<file path="src/rtl/output_writer.sv">
// output_writer: compacts valid PE lanes in lane order, packs them into SRAM words at consecutive addresses.
// Latency: a word completed by an accepted beat is written 1 cycle later; the residual partial word is written from FLUSH.
// Backpressure: o_ready is high only in RUN and never stalls there; build option OUTPUT_WRITER_RELU_EN clamps negative elements to 0.
module output_writer #(
  parameter int SRAM_DATA_WIDTH = 64,
  parameter int ADDR_WIDTH      = 8,
  parameter int ROUTER_COUNT    = 4,
  parameter int DATA_WIDTH      = 8,
  parameter int COUNT_WIDTH     = 16
) (
  input  logic                                 i_clk,
  input  logic                                 i_nrst,
  input  logic                                 i_en,
  input  logic                                 i_reg_clear,
  input  logic [ADDR_WIDTH-1:0]                i_start_addr,
  input  logic [COUNT_WIDTH-1:0]               i_out_count,
  input  logic [ROUTER_COUNT*DATA_WIDTH-1:0]   i_data,
  input  logic [ROUTER_COUNT-1:0]              i_data_valid,
  output logic                                 o_ready,
  output logic                                 o_sram_write_en,
  output logic [ADDR_WIDTH-1:0]                o_sram_write_addr,
  output logic [SRAM_DATA_WIDTH-1:0]           o_sram_data,
  output logic                                 o_done,
  output logic                                 o_overflow
);

  // Elements per SRAM word, and pack-buffer depth: a residual of at most
  // EPW-1 elements plus one full beat of ROUTER_COUNT lanes.
  localparam int EPW    = SRAM_DATA_WIDTH / DATA_WIDTH;
  localparam int BUF    = EPW + ROUTER_COUNT - 1;
  localparam int FILL_W = $clog2(BUF + 1);
  localparam logic [FILL_W-1:0] EPW_F = FILL_W'(EPW);

  localparam logic [1:0] S_IDLE  = 2'd0;
  localparam logic [1:0] S_RUN   = 2'd1;
  localparam logic [1:0] S_FLUSH = 2'd2;
  localparam logic [1:0] S_DONE  = 2'd3;

  typedef logic [BUF-1:0][DATA_WIDTH-1:0] pack_t;

  logic [1:0]                 state_q, state_d;
  logic [ADDR_WIDTH-1:0]      addr_q, addr_d;
  logic [COUNT_WIDTH-1:0]     cnt_q, cnt_d;
  logic [COUNT_WIDTH-1:0]     elem_q, elem_d;
  logic [FILL_W-1:0]          fill_q, fill_d;
  pack_t                      buf_q, buf_d;
  logic                       ovf_q, ovf_d;
  logic                       wr_en_q, wr_en_d;
  logic [ADDR_WIDTH-1:0]      wr_addr_q, wr_addr_d;
  logic [SRAM_DATA_WIDTH-1:0] wr_data_q, wr_data_d;

  // Beat-level helpers
  pack_t                      app;
  logic [FILL_W-1:0]          take;
  logic                       drop;
  logic [COUNT_WIDTH-1:0]     rem;
  logic [COUNT_WIDTH-1:0]     elem_after;
  logic [FILL_W-1:0]          fill_after;
  logic                       beat;
  logic [SRAM_DATA_WIDTH-1:0] resid_word;

  // Element shaping applied on acceptance; zero added latency either way.
  function automatic logic [DATA_WIDTH-1:0] shape(input logic [DATA_WIDTH-1:0] v);
`ifdef OUTPUT_WRITER_RELU_EN
    shape = v[DATA_WIDTH-1] ? '0 : v;
`else
    shape = v;
`endif
  endfunction

  assign beat       = (state_q == S_RUN) && (|i_data_valid);
  assign rem        = cnt_q - elem_q;
  assign elem_after = elem_q + COUNT_WIDTH'(take);
  assign fill_after = fill_q + take;

  // Compact valid lanes (lowest first) onto the buffer tail; lanes beyond the remaining count are dropped.
  always_comb begin
    app  = buf_q;
    take = '0;
    drop = 1'b0;
    for (int r = 0; r < ROUTER_COUNT; r++) begin
      if (i_data_valid[r]) begin
        if (COUNT_WIDTH'(take) < rem) begin
          app[fill_q + take] = shape(i_data[r*DATA_WIDTH +: DATA_WIDTH]);
          take = take + FILL_W'(1);
        end else begin
          drop = 1'b1;
        end
      end
    end
  end

  // Residual word for FLUSH: live elements only, upper slots forced to zero.
  always_comb begin
    resid_word = '0;
    for (int k = 0; k < EPW; k++) begin
      if (FILL_W'(k) < fill_q) begin
        resid_word[k*DATA_WIDTH +: DATA_WIDTH] = buf_q[k];
      end
    end
  end

  // Next-state logic: job start, beat packing, word emission, flush and completion.
  always_comb begin
    state_d   = state_q;
    addr_d    = addr_q;
    cnt_d     = cnt_q;
    elem_d    = elem_q;
    fill_d    = fill_q;
    buf_d     = buf_q;
    ovf_d     = ovf_q;
    wr_en_d   = 1'b0;
    wr_addr_d = wr_addr_q;
    wr_data_d = wr_data_q;
    case (state_q)
      S_IDLE, S_DONE: begin
        if (i_en) begin
          addr_d  = i_start_addr;
          cnt_d   = i_out_count;
          elem_d  = '0;
          fill_d  = '0;
          buf_d   = '0;
          ovf_d   = 1'b0;
          state_d = (i_out_count == '0) ? S_DONE : S_RUN;
        end
      end
      S_RUN: begin
        if (beat) begin
          elem_d = elem_after;
          if (drop) begin
            ovf_d = 1'b1;
          end
          if (fill_after >= EPW_F) begin
            wr_en_d   = 1'b1;
            wr_addr_d = addr_q;
            wr_data_d = app[EPW-1:0];
            addr_d    = addr_q + ADDR_WIDTH'(1);
            buf_d     = app >> (EPW * DATA_WIDTH);
            fill_d    = fill_after - EPW_F;
          end else begin
            buf_d  = app;
            fill_d = fill_after;
          end
          if (elem_after == cnt_q) begin
            state_d = S_FLUSH;
          end
        end
      end
      S_FLUSH: begin
        if (fill_q != '0) begin
          wr_en_d   = 1'b1;
          wr_addr_d = addr_q;
          wr_data_d = resid_word;
          addr_d    = addr_q + ADDR_WIDTH'(1);
          fill_d    = '0;
          buf_d     = '0;
        end
        state_d = S_DONE;
      end
      default: state_d = S_IDLE;
    endcase
  end

  // State registers; reset and register clear both return everything to IDLE with zeroed outputs.
  always_ff @(posedge i_clk) begin
    if (!i_nrst || i_reg_clear) begin
      state_q   <= S_IDLE;
      addr_q    <= '0;
      cnt_q     <= '0;
      elem_q    <= '0;
      fill_q    <= '0;
      buf_q     <= '0;
      ovf_q     <= 1'b0;
      wr_en_q   <= 1'b0;
      wr_addr_q <= '0;
      wr_data_q <= '0;
    end else begin
      state_q   <= state_d;
      addr_q    <= addr_d;
      cnt_q     <= cnt_d;
      elem_q    <= elem_d;
      fill_q    <= fill_d;
      buf_q     <= buf_d;
      ovf_q     <= ovf_d;
      wr_en_q   <= wr_en_d;
      wr_addr_q <= wr_addr_d;
      wr_data_q <= wr_data_d;
    end
  end

  // o_done is held off while the final residual write pulse is still on the port,
  // so completion is only signalled once every word has been written.
  assign o_ready           = (state_q == S_RUN);
  assign o_done            = (state_q == S_DONE) && !wr_en_q;
  assign o_sram_write_en   = wr_en_q;
  assign o_sram_write_addr = wr_addr_q;
  assign o_sram_data       = wr_data_q;
  assign o_overflow        = ovf_q;

endmodule

</file>
<file path="config.mk">
export PLATFORM = sky130hd
export DESIGN_NAME = output_writer
export DESIGN_NICKNAME = d
export VERILOG_FILES = /design/src/rtl/output_writer.sv
export SDC_FILE = /design/constraint.sdc
export NUM_CORES = 1
export LEC_CHECK = 0
export ABC_AREA = 1
export ABC_CLOCK_PERIOD_IN_PS = 9000
export BUFFER_PORTS_ARGS = -buffer_cell sky130_fd_sc_hd__buf_4
export CORE_ASPECT_RATIO = 0.75
export CORE_MARGIN = 4
export CORE_UTILIZATION = 50
export DETAILED_ROUTE_END_ITERATION = 12
export PLACE_DENSITY_LB_ADDON = 0.15
export REMOVE_ABC_BUFFERS = 1
export SLEW_MARGIN = 20
export SYNTH_ARGS = -nofsm -noshare
export SYNTH_HDL_FRONTEND = slang
export SYNTH_SLANG_ARGS = --single-unit
export TNS_END_PERCENT = 10
</file>
<file path="constraint.sdc">
create_clock -name i_clk -period 9 [get_ports i_clk]
set_input_delay 0.9 -clock i_clk [delete_from_list [all_inputs] [get_ports i_clk]]
set_output_delay 0.9 -clock i_clk [all_outputs]
set_load 0.005 [all_outputs]
</file>
==> impl_metrics.yaml <==
final_layout:
  areaGrowthSynthToFinish_pct: 11.8
  design_area_um2: 17300
  fin_util: 0.570
  fillCellCount: 3060
  drive_gt1_frac: 0.0951
  multi_input_area_um2: 9840
  seqCellArea_um2: 4160
  fin_nets: 2677
floorplan:
  die_x_um: 211
  core_um2: 30300
  die_h_um: 160
  ioPinCount: 140
  initial_core_util: 0.510
  rows: 55
  die_area_um2: 33900
clock_tree:
  clock-sinks: 208
  cts_buffers: 25
  cts-root-buf: "clkbuf_16"
  clkTransAtPathRegs_ns: 0.06
  cts-hold-fix-buffers: 0
  worst_skew_pair.late_latency_ns: 0.55
  clockBufferDepth: 3
  cts_tree: "built"
  cts_max_level: 1
worst_setup_path:
  max_stage_delay_ns: 0.45
  endpoint: "state_q[1]"
  critPathKind: "reg -> reg"
  worstPathBufferInverterCount: 6
  crit_cells: 51
  cp-start-kind: "flip-flop"
  cp_top_family: "simple AND/OR/NAND/NOR gates"
  required_ns: 9.48
  worstPathArrival_ns: 8.51
  ff2ff_path_depth: 51
  timing.rr.end: "state_q[1]"
  crit_path_frequent_cell: "nand2_1"
  end_kind: "flip-flop"
  timing.rr.start: "cnt_q[0]"
  critPathSlowestCell: "fa_1"
  critical_path.startpoint: "cnt_q[0]"
  r2r_setup_slack_ns: 0.97
  cp_max_fo: 8
pwr:
  p_leak_nw: 8.16
  seqPwrFrac: 0.365
  comb_power_share: 0.267
  p_int_w: 0.00170
  powerDensity_nw_per_um2: 154
  peakVddDrop_v: 0.000113
  swShare: 0.363
  power.switching_w: 0.000966
  clockPowerShare: 0.368
global_route:
  grt_use_met3: 0.0773
  busiest_layer: "met1"
  grt_pass1_vias: 16400
  antenna_found_initial: 2
  use_met2: 0.500
  grt_usage: 0.350
  globalRouteMet1Util: 0.512
  grt_pass1_wl_mm: 94.7
  gr-total-overflow: 0
  grt_max_degree: 91
routing:
  routed_wl_mm: 62.4
  first_pass_iters: 6
  via_count: 18300
  routedWlPerCell_um: 20.9
  ant_nets: 0
  vias_per_cell: 6.12
  drc_errors: 0
  drt_first_iter_violations: 1995
sta:
  relSlewSlack: 0.290
  rsz0062_at_grt: "false"
  finalClockSkew_ns: 0.0236
  final_max_slew_viol_count: 0
  whs_ns: 0.464
  fin_setup_tns_ns: 0
  min_period_ns: 8.03
  period_share: 0.892
  setup_viol: 0
  fmax_mhz: 125
  hold_violations: 0
  worstMarginPinSlew_ns: 1.06
job:
  cap_violations: 0
place:
  place_congestion: 1.01
  dp_hpwl_mm: 41.7
  dpl-instance-area_um2: 16500
  port_buffers: 139
logic_synthesis:
  syn-cell-area_um2: 15500
  ys_seq_elements: 208
  ys_seq_area_frac: 0.269
  synth-edff-count: 0
  syn_avg_cell_area_um2: 6.06
  synthTopCellsByArea: "dfxtp_1, nand2_1, a21oi_1"
  yosysMostFrequentCell: "nand2_1"
  yosys.area.top_type: "dfxtp_1"
  ys_warn_count: 0
  synth_top_area_frac: 0.269
  ys.flop_type: "dfxtp_1"
  synth_cell_types: 49
  synth_cells: 2554
  ys_top_cells_by_count: "nand2_1, a21oi_1, o21ai_0"
  async_flop_share: 0
run_status:
  outcome: "finished clean"
hold_path:
  holdCritPathClass: "reg -> reg"
-- flip-flops by register name, summed over array words and instances (netlist names) --
signal             flops
addr_q                 8
elem_q                16
cnt_q                 16
o_overflow             1
o_sram_write_en        1
buf_q                 88
o_sram_write_addr      8
o_sram_data           64
fill_q                 4
state_q                2
-- repair_timing --
| action | in CTS | in global routing |
|---|---|---|
| resized for setup | 0 | 7 |
| setup buffers | 0 | 0 |
| endpoints found under the hold margin | 0 | 0 |
| setup endpoints to repair | 0 | 5 |
-- metal layers --
layer	vias up	share of wire	routed length (µm)
met4	0	0.043	2690
met2	1042	0.41	25400
li1	8623	-	-
met5	-	0	0
met1	8429	0.43	26600
met3	219	0.12	7680
-- cell families after synthesis --
logic type / Yosys count / synth area share
other: 1 / 0.000242
muxes: 12 / 0.00776
buffers and inverters: 391 / 0.0987
adders and majority gates: 43 / 0.0367
AOI/OAI and AO/OA: 701 / 0.249
xor gates and xnor gates: 37 / 0.0209
and+or+nand+nor: 1161 / 0.318
DFF: 208 / 0.269
-- cell usage in the layout (no fill, tap or decap), types with 2 or more instances in the layout --
cell type | netlist | final
buf_4 | 0 | 153
or2_2 | 5 | 5
nand3_1 | 172 | 172
nor3_1 | 12 | 11
nand2_1 | 712 | 711
nand3_2 | 4 | 4
mux2i_1 | 12 | 12
nor2_1 | 164 | 159
o211ai_1 | 93 | 93
nor2_2 | 3 | 6
ha_1 | 39 | 39
clkinv_1 | 4 | 5
diode_2 | 0 | 5
nand4_2 | 2 | 2
xnor2_1 | 13 | 13
inv_2 | 12 | 11
clkbuf_1 | 136 | 7
xor2_1 | 24 | 23
o21ai_0 | 261 | 260
clkinv_2 | 0 | 4
clkbuf_16 | 0 | 25
nand3b_1 | 4 | 4
nand2_4 | 4 | 4
a21oi_1 | 270 | 270
dfxtp_1 | 208 | 208
a31oi_1 | 41 | 41
o221ai_1 | 2 | 2
a21oi_2 | 2 | 2
and2_1 | 5 | 5
clkbuf_8 | 0 | 5
inv_1 | 209 | 208
nor3_2 | 2 | 3
clkinvlp_4 | 0 | 2
nor2_4 | 3 | 5
nand4_1 | 58 | 58
fa_1 | 4 | 4
o21ai_1 | 24 | 24
nand2_2 | 4 | 4
nor4_1 | 6 | 6
-- per-stage QoR --
step           setup WS [ns]  instances  power [W]
6_report               0.973       2991    0.00266
5_1_grt              0.00264       2986    0.00277
4_1_cts                0.518       2986    0.00264
3_5_place_dp           0.551       2942    0.00167
3_3_place_gp           0.874       2942    0.00167
2_1_floorplan        -0.0347       2388    0.00140
-- worst register-to-register path: cells and delay by family, from the launching register on --
| kind | cells | cell delay [ns] |
|---|---|---|
| xor+xnor | 3 | 0.48 |
| buf+inv | 6 | 0.52 |
| simple gates | 29 | 3.69 |
| flops | 1 | 0.34 |
| fa+ha+maj | 5 | 1.50 |
| compound gates | 8 | 1.46 |
-- area by class of cell --
cell class                 instances  share of cell area
multi-input combinational       1955               0.569
sequential                       208               0.241
timing repair buffer             155              0.0682
inverter                         225              0.0489
clock buffer                      37              0.0416
tap                              399              0.0288
clock inverter                     7             0.00253
antenna                            5            0.000723
-- power by group through the flow --
stage	sequential [W]	combinational [W]	clock, W
2_1_floorplan	0.000986	0.000410	0
3_3_place_gp	0.000991	0.000674	0
3_5_place_dp	0.000992	0.000679	0
4_1_cts	0.000972	0.000681	0.000985
5_1_grt	0.000975	0.000767	0.00102
6_report	0.000973	0.000711	0.000980
-- worst min-delay path by stage --
stage / from / to / slack (ns) / depth (start not counted)
after floorplan: buf_q[64] / buf_q[64] / 0.45 / 2
after global placement: o_sram_data[46] / o_sram_data[46] / 0.45 / 2
after detailed placement: o_sram_data[27] / o_sram_data[27] / 0.46 / 2
after CTS: o_sram_data[27] / o_sram_data[27] / 0.47 / 2
after global routing: buf_q[79] / buf_q[79] / 0.48 / 2
final: o_sram_data[35] / o_sram_data[35] / 0.46 / 2
No activity file was read; power rests on OpenSTA's default activity.
